<file path="config.mk">
export PLATFORM = sky130hd
export DESIGN_NAME = mealy_seq_detect
export DESIGN_NICKNAME = d
export VERILOG_FILES = /design/src/rtl/mealy_pkg.sv /design/src/rtl/sat_counter.sv /design/src/rtl/mealy_seq_detect.sv
export SDC_FILE = /design/constraint.sdc
export NUM_CORES = 1
export LEC_CHECK = 0
export ABC_AREA = 1
export CAP_MARGIN = 20
export CORE_ASPECT_RATIO = 1.25
export CORE_UTILIZATION = 50
export DETAILED_ROUTE_END_ITERATION = 7
export PLACE_DENSITY = 0.74
export SLEW_MARGIN = 40
export SYNTH_ARGS = -nofsm -noshare
export SYNTH_HDL_FRONTEND = slang
export SYNTH_SLANG_ARGS = --single-unit
export TNS_END_PERCENT = 100
</file>
<file path="constraint.sdc">
create_clock -name clk -period 2.9 [get_ports clk]
set_clock_uncertainty 0.05 [all_clocks]
set_input_delay 0.29 -clock clk [delete_from_list [all_inputs] [get_ports clk]]
set_output_delay 0.29 -clock clk [all_outputs]
set_load 0.05 [all_outputs]
</file>
<file path="src/rtl/mealy_pkg.sv">
// Shared types and helpers for the programmable serial pattern detector.
package mealy_pkg;

    typedef enum logic {
        UNCONFIG = 1'b0,
        ARMED    = 1'b1
    } state_t;

    // Width needed to hold a length value in the range 0..max_len.
    function automatic int len_w(input int max_len);
        return $clog2(max_len + 1);
    endfunction

    // Ones in the low len bits; callers truncate to their pattern width (len <= 32).
    function automatic logic [31:0] len_mask(input int len);
        logic [32:0] one_hot;
        one_hot = 33'd1 << len;
        return one_hot[31:0] - 32'd1;
    endfunction

endpackage

</file>
<file path="src/rtl/sat_counter.sv">
// Saturating up-counter; a clear on the same edge as an increment wins.
module sat_counter #(
    parameter int W = 8
) (
    input  logic         clk,
    input  logic         rst,
    input  logic         inc,
    input  logic         clr,
    output logic [W-1:0] count
);

    always_ff @(posedge clk) begin
        if (rst || clr) begin
            count <= '0;
        end else if (inc && (count != '1)) begin
            count <= count + 1'b1;
        end
    end

endmodule

</file>
<file path="src/rtl/mealy_seq_detect.sv">
// Runtime-programmable serial pattern detector with a same-cycle (Mealy) match
// output and a saturating match tally.
module mealy_seq_detect
    import mealy_pkg::*;
#(
    parameter  int MAX_LEN = 8,
    parameter  int CNT_W   = 8,
    localparam int LEN_W   = len_w(MAX_LEN)
) (
    input  logic               clk,
    input  logic               rst,
    input  logic               cfg_load,
    input  logic [MAX_LEN-1:0] cfg_pattern,
    input  logic [LEN_W-1:0]   cfg_len,
    input  logic               cfg_overlap,
    output logic               cfg_err,
    output logic               armed,
    input  logic               i_valid,
    input  logic               i,
    input  logic               clr_count,
    output logic               o,
    output logic [CNT_W-1:0]   match_count
);

    localparam int               H_W      = MAX_LEN - 1;
    localparam logic [LEN_W-1:0] LEN_MAX  = LEN_W'(MAX_LEN);
    localparam logic [LEN_W-1:0] FILL_MAX = LEN_W'(MAX_LEN - 1);

    state_t             state;
    logic [H_W-1:0]     hist;
    logic [LEN_W-1:0]   fill;
    logic [LEN_W-1:0]   len;
    logic [MAX_LEN-1:0] pattern;
    logic               overlap;

    logic [MAX_LEN-1:0] mask;
    logic [MAX_LEN-1:0] window;
    logic [LEN_W:0]     fill_p1;
    logic               cfg_ok;
    logic               fill_ok;
    logic               pat_ok;
    logic               take_bit;

    // The current bit joins the history as the newest (last-received) position.
    assign window   = {hist, i};
    assign mask     = MAX_LEN'(len_mask(int'(len)));
    assign fill_p1  = {1'b0, fill} + 1'b1;
    assign cfg_ok   = (cfg_len != '0) && (cfg_len <= LEN_MAX);
    assign fill_ok  = fill_p1 >= {1'b0, len};
    assign pat_ok   = ((window ^ pattern) & mask) == '0;
    assign take_bit = (state == ARMED) && i_valid && !cfg_load;
    assign o        = take_bit && fill_ok && pat_ok;
    assign armed    = (state == ARMED);

    always_ff @(posedge clk) begin
        if (rst) begin
            state   <= UNCONFIG;
            hist    <= '0;
            fill    <= '0;
            pattern <= '0;
            len     <= '0;
            overlap <= 1'b0;
            cfg_err <= 1'b0;
        end else begin
            cfg_err <= cfg_load && !cfg_ok;
            if (cfg_load) begin
                // A rejected load leaves the state and the whole stored setup alone.
                if (cfg_ok) begin
                    state   <= ARMED;
                    pattern <= cfg_pattern;
                    len     <= cfg_len;
                    overlap <= cfg_overlap;
                    hist    <= '0;
                    fill    <= '0;
                end
            end else begin
                case (state)
                    UNCONFIG: ;
                    ARMED: begin
                        if (take_bit) begin
                            if (o && !overlap) begin
                                fill <= '0;
                            end else begin
                                hist <= window[H_W-1:0];
                                fill <= (fill == FILL_MAX) ? fill : fill + 1'b1;
                            end
                        end
                    end
                    default: state <= UNCONFIG;
                endcase
            end
        end
    end

    sat_counter #(
        .W(CNT_W)
    ) u_count (
        .clk  (clk),
        .rst  (rst),
        .inc  (o),
        .clr  (clr_count),
        .count(match_count)
    );

endmodule
</file>
==> run metrics <==
Commonest cells post-synth nand2_1 (52), nor2_1 (38), dfxtp_1 (34), inv_1 (34), a21oi_1 (31); RSZ-0062 raised after global routing no; startpoint types flip-flop; Max Fclk 0.383 GHz; start of the worst register-to-register path fill[0]$_SDFFE_PP0P_; CP Class flip-flop to output port; CTS H-tree depth 2; die span in x 57.9 um; initial antenna violation count 0; Final ANT Viol Nets 0; Skew-Pair Late Insertion Delay 0.29 ns; GR Overflow Total 0; RR Endpoint fill[2]$_SDFFE_PP0P_; Critical-path top delay cell dfxtp_1; # nets final 341; via/cell ratio 5.28; total chip power 1.32 mW; largest net degree at the start of global routing 19; R2R depth 14; crit-path most repeated cell nand2_1; Final GP Congestion 0.837; cts hold-fix bufs 0; pwr dens 544 nW/um^2; Post-Syn Area 1950 um^2; fin crit share 90.0%; root buf cell clkbuf_8; postcts setup bufs 0; endpoints failing hold 0; core area 3750 um^2; Fill cells 357; Synth warnings 0; CTS buffer count 5; Sum Neg Setup Slack 0 ns; dpl cells 348; Post-Syn Instances 284; port bufs 29; maximum fanout along the worst path 9; number of flops mapped to enable cells by yosys 0; Worst Tran Pin Value 0.591 ns; Rows 25; R2R setup slack 0.51 ns; Mean Syn Cell Area 6.88 um^2; syn_nets 310; maximum vdd drop 0.415 mV; Max Cap Viol 0; Final Max Tran Viols 0; Synth top area share 34.8%; P_leak 1.05 nW; Min Hold Slack 0.417 ns; Synth area leaders dfxtp_1 (35%), nand2_1 (10%), a21oi_1 (7.9%); DRC viols 0; Routed WL per cell 12.2 um; IO Pins 30; Setup crit end kind output port; sequential share of the synthesized area 34.8%; Crit. Startpoint fill[0]$_SDFFE_PP0P_; worst setup path end o; status complete, no violations; Max-slew headroom 60.6%; via count 1879; fin crit period 2.61 ns; Die Area 4160 um^2; Cell variety after synth 29; TritonCTS clock tree done; Synth area leader dfxtp_1; top_reg_cell synth dfxtp_1; Crit path largest cell delay 0.42 ns; endpoints failing setup 0; Layout area overhead 24.0%; Inserted Diodes 0; Routed WL 4340 um; vias in the first global route 1753; Initial Util 52.1%; Num Clock Sinks 34; layout cells sized above 1 10.1%; Post-synth ARST share 0%; Data required, critical path 2.56 ns; DR iter-0 viols 64; clock buffer depth 2; cell with the most instances after synthesis nand2_1; Post-DP HPWL 3210 um; total track usage 23.4%; register bit count reported by yosys 34; DIE HEIGHT 71.9 um; critical path arrival 2.27 ns; drt pass-1 iters 4; wire length of the first global-routing pass 7460 um; CP cell instances nand3_1 > xor2_1 > inv_1 > ha_1 > nand2_1 > nor2_1 > nand2_1 > nand4_1 > and3_2 > buf_12; Clk pin slew, worst setup/hold paths 0.07 ns; fin cells 356; hold crit path type flip-flop to flip-flop
-- worst max-delay path, delay by kind of cell (launching register included) --
| kind | cells | cell delay (ns) |
|---|---|---|
| flops | 1 | 0.42 |
| simple gates | 6 | 0.79 |
| buf+inv | 2 | 0.24 |
| xor+xnor | 1 | 0.21 |
| fa+ha+maj | 1 | 0.32 |
-- sequential cells by signal, indices dropped and copies added (netlist names) --
name           cells
overlap            1
pattern            8
fill               4
len                4
hist               7
cfg_err            1
armed              1
u_count.count      8
-- worst min-delay path by stage --
stage	end	depth (start not counted)	from
3_5_place_dp	overlap$_SDFFE_PP0P_	2	overlap$_SDFFE_PP0P_
2_1_floorplan	cfg_err$_SDFF_PP0_	2	cfg_load
5_1_grt	overlap$_SDFFE_PP0P_	2	overlap$_SDFFE_PP0P_
4_1_cts	overlap$_SDFFE_PP0P_	2	overlap$_SDFFE_PP0P_
3_3_place_gp	overlap$_SDFFE_PP0P_	2	overlap$_SDFFE_PP0P_
6_report	overlap$_SDFFE_PP0P_	2	overlap$_SDFFE_PP0P_
-- cell type report --
cell class                      count  area [um^2]  area share [%]
Sequential cell                    34          681            28.1
Multi-Input combinational cell    205         1090            45.1
Timing Repair Buffer               32          323            13.3
Clock buffer                        5         68.8            2.84
Tap cell                           40         50.0            2.07
Inverter                           37          139            5.73
Clock inverter                      3         68.8            2.84
-- kinds of logic (layout without fill, tap and decap cells) --
family          count (synthesis)  in the layout  synth area share [%]
simple gates                  139            139                  33.7
compound gates                 47             47                  12.4
buf+inv                        45             77                  9.28
flops                          34             34                  34.8
xor+xnor                       12             12                  5.38
fa+ha+maj                       7              7                  4.48
-- where the power goes --
group	switching, mW	internal (mW)	total (mW)
logic	0.148	0.108	0.256
registers	0.0304	0.497	0.528
clock network	0.189	0.344	0.533
-- layer usage --
layer | wire [um] | track usage (%) | up-vias
met5 | 0 | 0 | -
met4 | 94 | 10.1 | 0
met3 | 164 | 5.17 | 9
met2 | 2240 | 42.5 | 38
met1 | 1840 | 25.9 | 854
li1 | - | - | 978
-- through the flow --
step | cell area, um^2 | worst slack [ns] | util, %
6_report | 2420 | 0.289 | 64.6
5_1_grt | 2420 | 0.148 | 64.6
4_1_cts | 2420 | 0.168 | 64.5
3_5_place_dp | 2280 | 0.530 | 60.9
3_3_place_gp | 2280 | 0.582 | 60.9
2_1_floorplan | 1950 | 0.848 | -
-- cells in the final DEF (no fill, tap or decap), drive strengths merged --
cell,n
nand2,57
nor2,42
inv,36
dfxtp,34
a21oi,31
clkdlybuf4s50,28
nand3,23
o21ai,15
xor2,10
nor3,7
ha,7
nand4,6
clkbuf,5
buf,4
xnor2,2
bufinv,2
clkinv,2
or2,1
and3,1
o21a,1
nand3b,1
nor4,1
-- what timing repair did --
action | CTS | global route
hold endpoints to repair | 0 | 0
endpoints found under the setup margin | 0 | 1
resized for setup | 0 | 1
Power figures use the tool's default switching activity.
